## config.mk

```make
export PLATFORM = sky130hd
export DESIGN_NAME = program_mem
export DESIGN_NICKNAME = d
export VERILOG_FILES = /design/src/rtl/program_mem.sv
export SDC_FILE = /design/constraint.sdc
export NUM_CORES = 1
export LEC_CHECK = 0
export BUFFER_PORTS_ARGS = -buffer_cell sky130_fd_sc_hd__buf_2
export CAP_MARGIN = 20
export CORE_ASPECT_RATIO = 0.5
export CORE_MARGIN = 2
export CORE_UTILIZATION = 35
export DETAILED_ROUTE_END_ITERATION = 16
export GPL_TIMING_DRIVEN = 0
export HOLD_SLACK_MARGIN = 0.08
export PLACE_DENSITY = 0.51
export SYNTH_ARGS = -nofsm -noshare
export SYNTH_HDL_FRONTEND = slang
export SYNTH_SLANG_ARGS = --single-unit
```

## constraint.sdc

```tcl
create_clock -name clk -period 3.7 [get_ports clk]
set_input_delay 0.555 -clock clk [delete_from_list [all_inputs] [get_ports clk]]
set_output_delay 0.555 -clock clk [all_outputs]
set_load 0.005 [all_outputs]
```

## src/rtl/program_mem.sv

```systemverilog
// Program memory with a byte-serial loader: words are assembled MSB-first from
// a valid/ready byte stream and written sequentially; fetches are served only while idle.
module program_mem #(
  parameter int ADDR_W = 4,
  parameter int INST_W = 16
) (
  input  logic              clk,
  input  logic              rst,
  input  logic              fetch_en,
  input  logic [ADDR_W-1:0] address,
  output logic [INST_W-1:0] instruction,
  output logic              inst_valid,
  input  logic              load_start,
  input  logic [ADDR_W:0]   load_len,
  input  logic [7:0]        load_data,
  input  logic              load_valid,
  output logic              load_ready,
  output logic              loading,
  output logic              load_done
);

  localparam int NB    = INST_W / 8;
  localparam int DEPTH = 1 << ADDR_W;
  localparam int BC_W  = (NB > 1) ? $clog2(NB) : 1;

  typedef enum logic [1:0] {IDLE, RECV, WRITE, DONE} state_t;

  state_t              state_q, state_d;
  logic [ADDR_W:0]     len_q, len_d;
  logic [ADDR_W-1:0]   ptr_q, ptr_d;
  logic [BC_W-1:0]     bcnt_q, bcnt_d;
  logic [INST_W-1:0]   word_q, word_d;
  logic [INST_W-1:0]   instr_q, instr_d;
  logic                ivld_q, ivld_d;
  logic                mem_we;
  logic [INST_W-1:0]   mem_q [DEPTH];

  // Requests longer than the memory are clamped so the pointer never wraps.
  function automatic logic [ADDR_W:0] clamp_len(input logic [ADDR_W:0] n);
    if (n > (ADDR_W+1)'(DEPTH)) return (ADDR_W+1)'(DEPTH);
    return n;
  endfunction

  function automatic logic [INST_W-1:0] shift_in(input logic [INST_W-1:0] w,
                                                 input logic [7:0] b);
    return (w << 8) | INST_W'(b);
  endfunction

  always_comb begin
    state_d = state_q;
    len_d   = len_q;
    ptr_d   = ptr_q;
    bcnt_d  = bcnt_q;
    word_d  = word_q;
    instr_d = instr_q;
    ivld_d  = 1'b0;
    mem_we  = 1'b0;
    case (state_q)
      IDLE: begin
        // A fetch in the same cycle as load_start still sees pre-load contents.
        if (fetch_en) begin
          instr_d = mem_q[address];
          ivld_d  = 1'b1;
        end
        if (load_start) begin
          len_d   = clamp_len(load_len);
          ptr_d   = '0;
          bcnt_d  = '0;
          state_d = (clamp_len(load_len) == '0) ? DONE : RECV;
        end
      end
      RECV: begin
        if (load_valid) begin
          word_d = shift_in(word_q, load_data);
          if (bcnt_q == BC_W'(NB - 1)) begin
            bcnt_d  = '0;
            state_d = WRITE;
          end else begin
            bcnt_d = bcnt_q + BC_W'(1);
          end
        end
      end
      WRITE: begin
        mem_we  = !rst;
        ptr_d   = ptr_q + ADDR_W'(1);
        state_d = (({1'b0, ptr_q} + (ADDR_W+1)'(1)) == len_q) ? DONE : RECV;
      end
      DONE:    state_d = IDLE;
      default: state_d = IDLE;
    endcase
  end

  always_ff @(posedge clk) begin
    if (rst) begin
      state_q <= IDLE;
      len_q   <= '0;
      ptr_q   <= '0;
      bcnt_q  <= '0;
      instr_q <= '0;
      ivld_q  <= 1'b0;
    end else begin
      state_q <= state_d;
      len_q   <= len_d;
      ptr_q   <= ptr_d;
      bcnt_q  <= bcnt_d;
      instr_q <= instr_d;
      ivld_q  <= ivld_d;
    end
  end

  // Assembly register and memory array are data: never reset, so contents survive rst.
  always_ff @(posedge clk) begin
    word_q <= word_d;
    if (mem_we) mem_q[ptr_q] <= word_q;
  end

  assign instruction = instr_q;
  assign inst_valid  = ivld_q;
  assign load_ready  = (state_q == RECV);
  assign loading     = (state_q != IDLE);
  assign load_done   = (state_q == DONE);

endmodule

```

-- Yosys cells after proc, flatten, opt, wreduce, memory -nomap -nowiden
Memories as Yosys holds them, arrays and structs flattened. A register that Yosys moved wholly into a read port is not among the register bits.
Index checks and enable logic that the tools add are counted.
- equal/unequal tests: 7
- $add $sub $neg: 3
- $mul: 0
- bitwise operators: 2
- div/mod/pow operators: 0
- shift-type cells: 0
- magnitude comparators: 1
- multiplexer cells: 23
- reductions and logical operators: 13
- operators with widths (kind ; number):
    two-way mux 5 bit ; 4
    OR 16 x 8 -> 16 bit ; 1
    two-way mux 1 bit ; 10
    two-way mux 2 bit ; 5
    one-hot mux 2 bit (4 select lines) ; 1
    one-hot mux 4 bit (2 select lines) ; 1
    AND reduction 2 bit ; 4
    AND reduction 3 bit ; 2
    nonzero test 2 bit ; 3
    adder 4 x 1 -> 5 bit, second input constant ; 1
    == test 5 bit ; 1
    greater-than comparator 5 bit, second input constant ; 1
    zero test 5 bit ; 1
    adder 4 x 1 -> 4 bit, second input constant ; 1
    == test 2 bit, second input constant ; 2
    two-way mux 4 bit ; 1
    inequality test 2 bit, second input constant ; 2
    == test 2 x 1 -> 1 bit, second input constant ; 1
    zero test 2 bit ; 1
    inequality test 2 x 1 -> 1 bit, second input constant ; 1
    one-hot mux 1 bit (2 select lines) ; 1
    OR reduction 2 bit ; 1
    adder 1 bit, second input constant ; 1
    zero test 1 bit ; 1
    NOT 1 bit ; 1
- memories: 1
- input bits: 22
- flip-flop bits (word level): 29
- logic and storage cells: 56
- latch bits: 0
- bits in read-only memories: 0
- output and inout bits: 20
- bits in writable memories: 256
- memories (memory ; words ; width ; read ports ; clocked after Yosys merged registers in ; write ports ; line ; RTL):
    mem_q ; 16 ; 16 ; 1 ; 1 ; 1 ; 36 ; logic [INST_W-1:0] mem_q [DEPTH];

-- Longest topological paths before layout
Gate-level depths: netlist (run 1).
- depth in word-level cells: 11
- gate-level depth with buffers: 8
- mapped depth without buffers: 6

-- Worst setup path before layout (run 1)
OpenSTA, ideal clock, no wires.
- path type: reg2reg
- start: register state_q[1]
- end: memory mem_q[3][0] (enable)
- arrival: 2154 ps
- cell stages (with the launch flop): 6
- library setup time: 409 ps
- setup slack: 1137 ps
- required time: 3291 ps
- path through: dfxtp_1 clkbuf_1 nand2b_1 nor2_1 nand2_1 nor3_1
- longest elaborated chain between the ends: 4
- ends and longest elaborated chain (item ; line ; RTL):
    from (decl) ; 28 ; state_t state_q, state_d;
    from (signal assigned) ; 102 ; state_q <= state_d;
    == test 2 bit ; 58 ; case (state_q)
    two-way mux 1 bit ; 58 ;
    two-way mux 1 bit ; 114 ; if (mem_we) mem_q[ptr_q] <= word_q;
    two-way mux 1 bit (not written as such) ; 114 ;
    to (decl) ; 36 ;
No other way between the ends.

-- Worst setup path after layout (run 1)
- start: register state_q[1]
- end: memory mem_q[3][5] (enable)
Same word-level chain as after synthesis.

==> flow_metrics.tcl, run 1 <==
set metrics [dict create \
    io_buffers 39 \
    drt-pass1-iter-count 4 \
    post-synth-top-area-fraction_pct 71.0 \
    floorplan.die_area_um2 34400 \
    antenna_violations_before_repair 0 \
    critPathRequiredTime_ns 3.94 \
    cp-start-kind "flop" \
    postCtsSetupBuffers 0 \
    final.setup_skew_ns 0.00871 \
    final.period_utilization_pct 73.1 \
    final_core_occ_pct 41.7 \
    netlist_area_um2 11500 \
    avgViaCountPerCell 5.02 \
    synth-async-reset-ratio_pct 0 \
    tightestPinTransition_ns 1.12 \
    globalRouteOverflowTotal 0 \
    yosys.cell_count.top_type "sky130_fd_sc_hd__edfxtp_1" \
    total_power_mw 6.77 \
    grt_setup_unrepaired "false" \
    cellLeakagePower_nw 4.38 \
    synth_commonest_cells "272 x sky130_fd_sc_hd__edfxtp_1, 50 x sky130_fd_sc_hd__mux4_2, 44 x sky130_fd_sc_hd__mux2i_1" \
    critPathMaxFanout 10 \
    antenna_left 0 \
    horizontal_die_dimension_um 260 \
    postLayoutCellArea_um2 13300 \
    critPathArrivalTime_ns 2.95 \
    maxCapViolations 0 \
    grt_first_pass_wirelength_um 38300 \
    number_of_buffers_created_by_cts 28 \
    total_power_density_per_cell_area_nw_per_um2 508 \
    placement_rows 46 \
    clk_path_buf_depth 3 \
    maxSlewHeadroom_pct 25.1 \
    route.detailed.drc 0 \
    worst-setup-path-type "reg -> reg" \
    final_net_count 700 \
    peakVddDrop_uv 343 \
    clkSinkCount 301 \
    largest_net_degree_at_the_start_of_global_routing 18 \
    ys_seq_elements 301 \
    synth_top_cells_by_area "sky130_fd_sc_hd__edfxtp_1 71%, sky130_fd_sc_hd__mux4_2 9.8%, sky130_fd_sc_hd__dfxtp_1 5.1%" \
    timing_max_transition_violations_final 0 \
    clk-insertion-delay-late_ns 0.54 \
    seq_area_frac_synth_pct 76.1 \
    outcome "complete, no violations" \
    post_cts_hold_buffer_count 0 \
    die_span_y_um 132 \
    timing.setup.tns_ns 0 \
    hp-class "in -> reg" \
    cts_tree "built" \
    number_of_global_route_vias_before_repair 5808 \
    syn_area_per_cell_um2 19.5 \
    detail_route.wl_per_cell_um 23.2 \
    synth_enable_flop_cells 272 \
    synthCells 589 \
    core_um2 32000 \
    final.hold.worst_slack_ns 0.183 \
    ioPinCount 42 \
    grt.total_usage_pct 15.4 \
    globalplace.congestion 0.753 \
    synthDominantAreaCellType "sky130_fd_sc_hd__edfxtp_1" \
    start_util_pct 35.9 \
    post_cts_resized 0 \
    kind_of_capture_point_of_the_worst_setup_path "flop" \
    drt_wl_total_um 26100 \
    route.vias.total 5658 \
    clock_tree.htree_level_count 1 \
    areaGrowthSynthToFinish_pct 16.0 \
    finalHoldViolations 0 \
    setup_violations 0 \
    syn-num-nets 615 \
    clock-root-buffer "sky130_fd_sc_hd__clkbuf_16" \
    timing.reg2reg.setup_slack_ns 0.99 \
    dp_hpwl_um 17500 \
    drive_above_1_share_pct 26.8 \
    finalCriticalPeriod_ns 2.71 \
    fmax_mhz 370 \
    clkTransAtPathRegs_ns 0.06 \
    placed_cell_area_um2 12500 \
    netlist-cell-type-count 37 \
    dr.first_iter.drc_count 488 \
    count_of_yosys_warnings_during_synthesis 0 \
    synth_top_flop_cell "sky130_fd_sc_hd__edfxtp_1" \
]
==> area by class of cell <==
type | count | area, um^2
clock inverters | 14 | 66.3
inverters | 5 | 18.8
diodes | 1 | 2.50
fillers | 2882 | 18700
clock buffers | 36 | 772
well taps | 432 | 541
repair buffers | 55 | 409
multi-input cells | 254 | 2610
plain buffers | 29 | 168
flip-flops and latches | 301 | 8750
==> where the power goes <==
group          leakage (nW)  internal [mW]  total [mW]  switching (mW)
sequential             2.69           3.74        3.79          0.0585
clock                 0.411           1.46        2.67            1.20
combinational          1.28          0.135       0.314           0.178
==> layer usage <==
layer | track usage [%] | vias up | wire [um]
li1 | - | 2562 | -
met1 | 23.6 | 2932 | 13000
met2 | 23.0 | 127 | 11500
met3 | 2.48 | 37 | 1120
met4 | 3.33 | 0 | 537
met5 | 0 | - | 0
==> flip-flops by register name (all words and copies together) (netlist names) <==
name         cells
state_q          2
word_q          16
bcnt_q           1
len_q            5
ptr_q            4
instruction     16
inst_valid       1
mem_q          256
==> critical path, cell delays in order, from the launching register on <==
cell and delay, ns:
sky130_fd_sc_hd__dfxtp_1 0.37, sky130_fd_sc_hd__clkbuf_1 0.34, sky130_fd_sc_hd__nand2b_1 0.16, sky130_fd_sc_hd__nor2_1 0.21, sky130_fd_sc_hd__nand2_1 0.27, sky130_fd_sc_hd__nor3_2 0.71
sky130_fd_sc_hd__buf_4 0.34
==> stage by stage <==
stage | setup WS [ns] | std cells
2_1_floorplan | 1.14 | 589
3_3_place_gp | -0.354 | 1060
3_5_place_dp | 0.936 | 1076
4_1_cts | 0.949 | 1126
5_1_grt | 0.753 | 1126
6_report | 0.994 | 1127
==> path summary, 6_finish.rpt <==
path	start	to	depth (start not counted)
setup / recovery	state_q[1]$_SDFFE_PP0P_	mem_q[3][5]$_DFFE_PP_	6
hold / removal	load_data[1]	word_q[1]$_DFFE_PP_	1
setup reg to reg	state_q[1]$_SDFFE_PP0P_	mem_q[3][5]$_DFFE_PP_	6
hold reg to reg	len_q[0]$_SDFFE_PP0P_	len_q[0]$_SDFFE_PP0P_	2
==> cells in the final DEF (no fill, tap or decap), types with 4 or more instances in the layout <==
cell / count
sky130_fd_sc_hd__clkinv_1: 8
sky130_fd_sc_hd__buf_2: 49
sky130_fd_sc_hd__edfxtp_1: 272
sky130_fd_sc_hd__buf_4: 8
sky130_fd_sc_hd__a21oi_1: 13
sky130_fd_sc_hd__a32oi_1: 15
sky130_fd_sc_hd__inv_1: 5
sky130_fd_sc_hd__nor2_2: 13
sky130_fd_sc_hd__nor2_1: 9
sky130_fd_sc_hd__a22oi_1: 17
sky130_fd_sc_hd__clkbuf_1: 13
sky130_fd_sc_hd__dfxtp_1: 29
sky130_fd_sc_hd__nor3_2: 4
sky130_fd_sc_hd__mux2i_1: 44
sky130_fd_sc_hd__mux4_2: 50
sky130_fd_sc_hd__clkbuf_16: 29
sky130_fd_sc_hd__buf_8: 11
sky130_fd_sc_hd__o21ai_1: 11
sky130_fd_sc_hd__clkinv_2: 4
sky130_fd_sc_hd__buf_6: 6
sky130_fd_sc_hd__nand2_1: 15
sky130_fd_sc_hd__ha_1: 4
sky130_fd_sc_hd__o21ai_0: 7
sky130_fd_sc_hd__nand2b_1: 20
sky130_fd_sc_hd__nand3b_1: 6
==> logic make-up (layout without fill, tap and decap cells) <==
| logic type | after synthesis | in the layout | synth area share (%) |
|---|---|---|---|
| AO/OA/AOI/OAI | 66 | 66 | 3.80 |
| XOR/XNOR | 5 | 5 | 0.381 |
| adder cells (fa/ha/maj) | 4 | 4 | 0.435 |
| buffers and inverters | 34 | 139 | 1.62 |
| flip-flops | 301 | 301 | 76.1 |
| multiplexers | 97 | 97 | 13.9 |
| other | 0 | 1 | 0 |
| AND/OR/NAND/NOR | 82 | 82 | 3.74 |
Power figures use the tool's default switching activity.
==> run 2, diff against run 1 <==
--- a/config.mk
+++ b/config.mk
@@ -13,7 +13,7 @@
 export DETAILED_ROUTE_END_ITERATION = 16
 export GPL_TIMING_DRIVEN = 0
 export HOLD_SLACK_MARGIN = 0.08
-export PLACE_DENSITY = 0.51
+export PLACE_DENSITY = 0.53
 export SYNTH_ARGS = -nofsm -noshare
 export SYNTH_HDL_FRONTEND = slang
 export SYNTH_SLANG_ARGS = --single-unit
==> constraint.sdc (replaced) <==
create_clock -name clk -period 2.4 [get_ports clk]
set_input_delay 0.36 -clock clk [delete_from_list [all_inputs] [get_ports clk]]
set_output_delay 0.36 -clock clk [all_outputs]
set_load 0.005 [all_outputs]
==> run 2 against run 1 <==
Effect of this change: sequential share of layout area shrank 1.6 points; count of clock-buffer cells in the layout increased by 8; setup slack worse by 0.87 ns; combinational power rose by 60%; fmax rose by 19%; global-route usage grew 0.18 points; power up 56%; clock power increased by 58%; utilization up 1.0 points; critical path depth up 1; non-clock buffer count rose by 19; final area increased by 2.5%; critical path type unchanged; critical endpoint is now instruction[0]$_SDFFE_PP0P_; largest cell class unchanged.
==> flow_metrics.tcl, run 2 (synthesis results as in run 1) <==
set metrics [dict create \
    horizontal_die_dimension_um 260 \
    placement_rows 46 \
    globalplace.congestion 0.771 \
    globalRouteOverflowTotal 0 \
    clkSinkCount 301 \
    clock-root-buffer "sky130_fd_sc_hd__clkbuf_16" \
    die_span_y_um 132 \
    dr.first_iter.drc_count 587 \
    power.switching_mw 2.21 \
    placedCellCount 1076 \
    power.switching_fraction_pct 21.0 \
    final_net_count 720 \
    grt.total_usage_pct 15.5 \
    detail_route.wl_per_cell_um 23.0 \
    p_clk_share_pct 39.9 \
    antenna_violations_before_repair 0 \
    clkTransAtPathRegs_ns 0.06 \
    top_register "mem_q" \
    cts_tree "built" \
    avgViaCountPerCell 5.03 \
    combined_area_of_the_multi_input_logic_cells_um2 2680 \
    timing.setup.tns_ns 0 \
    sequential_cell_area_um2 8750 \
    timing_max_transition_violations_final 0 \
    whs_path_depth 2 \
    ioPinCount 42 \
    kind_of_capture_point_of_the_worst_setup_path "flop" \
    clock_tree.htree_level_count 1 \
    antenna_left 0 \
    crit_start "state_q[0]$_SDFFE_PP0P_" \
    finish.cell_count_without_fillers 1150 \
    final_core_occ_pct 42.7 \
    clk_path_buf_depth 3 \
    largest_register_ffs 256 \
    sequential_share_of_power_pct 55.4 \
    final.setup_skew_ns 0.0237 \
    drt_wl_total_um 26500 \
    maxSlewHeadroom_pct 36.4 \
    maxCapViolations 0 \
    cellLeakagePower_nw 4.48 \
    hp-class "in -> reg" \
    drt-pass1-iter-count 5 \
    io_buffers 39 \
    filler_cell_count 2838 \
    grt_first_pass_wirelength_um 39100 \
    cp-start-kind "flop" \
    timing.hold.worst_endpoint "bcnt_q$_SDFFE_PP0P_" \
    dp_hpwl_um 17400 \
    start_util_pct 35.9 \
    route.detailed.drc 0 \
    timing.reg2reg.setup_slack_ns 0.12 \
    final.period_utilization_pct 95.0 \
    core_um2 32000 \
    r2r_start "state_q[0]$_SDFFE_PP0P_" \
    intPower_mw 8.35 \
    floorplan.die_area_um2 34400 \
    total_power_mw 10.6 \
    final_common_cell "sky130_fd_sc_hd__edfxtp_1" \
    clk-insertion-delay-late_ns 0.55 \
    grt_setup_unrepaired "false" \
    combPwrFrac_pct 4.8 \
    critPathMaxFanout 10 \
    peakVddDrop_uv 559 \
    total_power_density_per_cell_area_nw_per_um2 773 \
    worst-setup-path-type "reg -> reg" \
    setup_violations 0 \
    outcome "complete, no violations" \
    fmax_mhz 438 \
    number_of_global_route_vias_before_repair 5969 \
    final.hold.worst_slack_ns 0.0951 \
    critPathArrivalTime_ns 2.75 \
    regToRegEndpoint "instruction[0]$_SDFFE_PP0P_" \
    finalHoldViolations 0 \
    areaGrowthSynthToFinish_pct 18.9 \
    drive_above_1_share_pct 27.2 \
    number_of_buffers_created_by_cts 29 \
    r2r_cells 7 \
    largest_net_degree_at_the_start_of_global_routing 18 \
    critPathRequiredTime_ns 2.87 \
    holdCritStartpoint "rst" \
    route.vias.total 5789 \
    finalCriticalPeriod_ns 2.28 \
    final_cell_mix "272 x sky130_fd_sc_hd__edfxtp_1, 50 x sky130_fd_sc_hd__mux4_2, 49 x sky130_fd_sc_hd__buf_2" \
    tightestPinTransition_ns 0.955 \
]
run 2: changes by cell type in the layout (fill, tap and decap cells not counted), sizes merged:
| cell | previous run | this run |
|---|---|---|
| clkinvlp | 1 | 0 |
| buf | 75 | 86 |
| bufinv | 0 | 1 |
| clkinv | 12 | 8 |
| clkbuf | 45 | 53 |
| dlygate4sd3 | 0 | 8 |
run 2: per-stage QoR:
| step | area, um^2 | setup WS [ns] |
|---|---|---|
| after floorplan | 11500 | 0.263 |
| after global placement | 12300 | -0.855 |
| after detailed placement | 12600 | -0.308 |
| after CTS | 13500 | -0.0911 |
| after global routing | 13700 | 0.0250 |
| final | 13700 | 0.119 |
run 2: repair_timing:
action                                 CTS  global route
endpoints found under the hold margin    8             0
setup endpoints to repair               65           164
resized for setup                        2            10
buffers inserted                         0            10
hold buffers                             8             0
pin swaps                                0             5
run 2: power groups by stage:
stage | Combinational (mW) | Sequential, mW | Clock (mW)
after floorplan | 0.306 | 5.92 | 0
after global placement | 0.488 | 5.96 | 0
after detailed placement | 0.497 | 5.96 | 0
final | 0.503 | 5.85 | 4.21
after CTS | 0.508 | 5.85 | 4.30
after global routing | 0.550 | 5.86 | 4.51
run 2: how the worst max path moves through the flow:
| stage | to | slack (ns) | cells after the start |
|---|---|---|---|
| 6_report | instruction[0]$_SDFFE_PP0P_ | 0.12 | 7 |
| 5_1_grt | mem_q[2][5]$_DFFE_PP_ | 0.03 | 6 |
| 4_1_cts | mem_q[12][2]$_DFFE_PP_ | -0.09 | 4 |
| 3_5_place_dp | instruction[7]$_SDFFE_PP0P_ | -0.31 | 6 |
| 3_3_place_gp | mem_q[12][3]$_DFFE_PP_ | -0.86 | 5 |
| 2_1_floorplan | mem_q[15][0]$_DFFE_PP_ | 0.26 | 5 |
run 2: critical path: stages (launching register included):
cell	delay, ns
sky130_fd_sc_hd__dfxtp_1	0.29
sky130_fd_sc_hd__buf_2	0.16
sky130_fd_sc_hd__nor4b_2	0.75
sky130_fd_sc_hd__and2_1	0.22
sky130_fd_sc_hd__clkbuf_2	0.23
sky130_fd_sc_hd__buf_2	0.31
sky130_fd_sc_hd__a32oi_1	0.13
sky130_fd_sc_hd__o21ai_1	0.11
run 2: final cells by class:
cell class / instances / area share, %
tap: 432 / 3.95
antenna: 1 / 0.0183
inverter: 5 / 0.137
multi-input combinational: 254 / 19.6
buffer: 29 / 1.25
clock buffer: 44 / 5.80
sequential: 301 / 64.0
timing repair buffer: 74 / 4.74
clock inverter: 10 / 0.513
run 2: per-layer routing:
layer / track usage (%) / up-vias / part of all wire (%)
met5: 0 / - / 0
met4: 2.83 / 0 / 1.6
met3: 2.83 / 30 / 4.9
met1: 23.3 / 3030 / 48
met2: 23.8 / 121 / 45
li1: - / 2608 / -
==> run 3, diff against run 2 <==
==> constraint.sdc (replaced) <==
create_clock -name clk -period 2 [get_ports clk]
set_input_delay 0.3 -clock clk [delete_from_list [all_inputs] [get_ports clk]]
set_output_delay 0.3 -clock clk [all_outputs]
set_load 0.005 [all_outputs]
==> run 3 against run 2 <==
Effect of this change: clock skew decreased by 0.013 ns; setup slack worse by 0.013 ns; utilization is 1.3 points higher; critical endpoint is now mem_q[1][10]$_DFFE_PP_; via count up 0.10%; combinational power grew 24%; largest power group unchanged.
==> flow_metrics.tcl, run 3 (synthesis results as in run 1) <==
set metrics [dict create \
    globalRouteOverflowTotal 0 \
    ioPinCount 42 \
    sequential_share_of_power_pct 52.8 \
    filler_cell_count 2827 \
    critPathMaxFanout 10 \
    largest_net_degree_at_the_start_of_global_routing 18 \
    number_of_global_route_vias_before_repair 6032 \
    setup_violations 0 \
    dp_hpwl_um 17200 \
    areaGrowthSynthToFinish_pct 22.4 \
    final_cell_mix "272 x sky130_fd_sc_hd__edfxtp_1, 50 x sky130_fd_sc_hd__mux4_2, 49 x sky130_fd_sc_hd__buf_2" \
    power.switching_mw 2.79 \
    antenna_violations_before_repair 0 \
    maxCapViolations 0 \
    final_common_cell "sky130_fd_sc_hd__edfxtp_1" \
    final.period_utilization_pct 94.7 \
    start_util_pct 35.9 \
    grt_setup_unrepaired "false" \
    timing_max_transition_violations_final 0 \
    critPathArrivalTime_ns 2.16 \
    tightestPinTransition_ns 0.802 \
    number_of_buffers_created_by_cts 30 \
    finalCriticalPeriod_ns 1.89 \
    clkSinkCount 301 \
    avgViaCountPerCell 4.99 \
    total_power_mw 13.3 \
    fmax_mhz 528 \
    critical_path.n_buffers_inverters 3 \
    clock_tree.htree_level_count 1 \
    power.switching_fraction_pct 20.9 \
    outcome "complete, no violations" \
    io_buffers 39 \
    core_um2 32000 \
    kind_of_capture_point_of_the_worst_setup_path "flop" \
    dr.first_iter.drc_count 547 \
    worst-setup-path-type "reg -> reg" \
    intPower_mw 10.5 \
    critPathRequiredTime_ns 2.27 \
    final_net_count 732 \
    cellLeakagePower_nw 4.68 \
    placement_rows 46 \
    final.setup_skew_ns 0.0110 \
    route.detailed.drc 0 \
    crit_path_max_incr_delay_ns 0.40 \
    horizontal_die_dimension_um 260 \
    globalplace.congestion 0.749 \
    clock-root-buffer "sky130_fd_sc_hd__clkbuf_16" \
    drt_wl_total_um 25900 \
    grt.total_usage_pct 15.5 \
    p_clk_share_pct 42.6 \
    detail_route.wl_per_cell_um 22.3 \
    largest_register_ffs 256 \
    grt_first_pass_wirelength_um 38900 \
    postLayoutCellArea_um2 14100 \
    crit_slowest_cell "sky130_fd_sc_hd__dfxtp_1" \
    top_register "mem_q" \
    antennaDiodeCount 0 \
    total_power_density_per_cell_area_nw_per_um2 946 \
    clkTransAtPathRegs_ns 0.06 \
    combPwrFrac_pct 4.7 \
    floorplan.die_area_um2 34400 \
    antenna_left 0 \
    path_cells "buf_4, nand2b_1, nor2_4, buf_12, nand2_4, nor3_4, buf_8" \
    maxSlewHeadroom_pct 46.5 \
    hp-class "in -> reg" \
    drt-pass1-iter-count 5 \
    placed_cell_area_um2 12500 \
    clk_path_buf_depth 3 \
    die_span_y_um 132 \
    critPathTopFamily "simple AND/OR/NAND/NOR gates" \
    finalHoldViolations 0 \
    route.vias.total 5795 \
    peakVddDrop_uv 696 \
    drive_above_1_share_pct 31.0 \
    clk-insertion-delay-late_ns 0.56 \
    cp-start-kind "flop" \
    cts_tree "built" \
    final.hold.worst_slack_ns 0.206 \
]
run 3: cell count changes in the layout (fill, tap and decap cells not counted), sizes merged:
cell / previous run / this run
clkbuf: 53 / 40
clkinv: 8 / 17
diode: 1 / 0
bufinv: 1 / 4
dlygate4sd3: 8 / 16
clkinvlp: 0 / 1
buf: 86 / 90
run 3: layer usage:
metal / share of wire (%) / track usage, %
met5: 0 / 0
met2: 46 / 24.0
met3: 6.6 / 3.02
met1: 46 / 22.9
met4: 1.4 / 2.98
run 3: final timing paths:
check	slack, ns	cells after the start	from	to
max	0.11	7	state_q[1]$_SDFFE_PP0P_	mem_q[1][10]$_DFFE_PP_
min	0.21	4	load_start	len_q[0]$_SDFFE_PP0P_
max reg2reg	0.11	7	state_q[1]$_SDFFE_PP0P_	mem_q[1][10]$_DFFE_PP_
min reg2reg	0.47	2	len_q[0]$_SDFFE_PP0P_	len_q[0]$_SDFFE_PP0P_
run 3: power by group through the flow:
| stage | combinational (mW) | clock, mW | sequential, mW |
|---|---|---|---|
| 6_report | 0.623 | 5.66 | 7.02 |
| 3_5_place_dp | 0.587 | 0 | 7.15 |
| 2_1_floorplan | 0.368 | 0 | 7.11 |
| 5_1_grt | 0.681 | 6.05 | 7.03 |
| 3_3_place_gp | 0.580 | 0 | 7.15 |
| 4_1_cts | 0.624 | 5.76 | 7.02 |
run 3: cell type report:
class	count	area [um^2]	share of cell area, %
clock buffer	32	779	5.54
tap	432	541	3.84
buffer	28	171	1.22
timing repair buffer	86	848	6.03
clock inverter	23	216	1.54
inverter	5	18.8	0.133
sequential	301	8750	62.2
multi-input combinational	254	2750	19.5
run 3: tightest hold or removal path, delay by kind of cell:
family,cells,cell delay [ns]
AO/OA/AOI/OAI,1,0.05
buffers and inverters,1,0.12
AND/OR/NAND/NOR,2,0.24
run 3: metrics by stage:
step	worst slack [ns]	util [%]	TNS [ns]	instances
final	0.106	44.0	0	1161
after global routing	0.0207	44.0	0	1161
after CTS	-0.0359	43.8	-1.02	1158
after detailed placement	-0.690	39.1	-106.09	1073
after global placement	-1.25	38.3	-266.08	1060
after floorplan	-0.137	-	-25.17	589
run 3: repair_timing:
action / CTS / global route
endpoints found under the setup margin: 269 / 206
endpoints found under the hold margin: 17 / 0
pin swaps: 15 / 5
hold buffers: 16 / 0
cloned: 0 / 0
buffers inserted: 14 / 4
gates resized for setup: 22 / 13
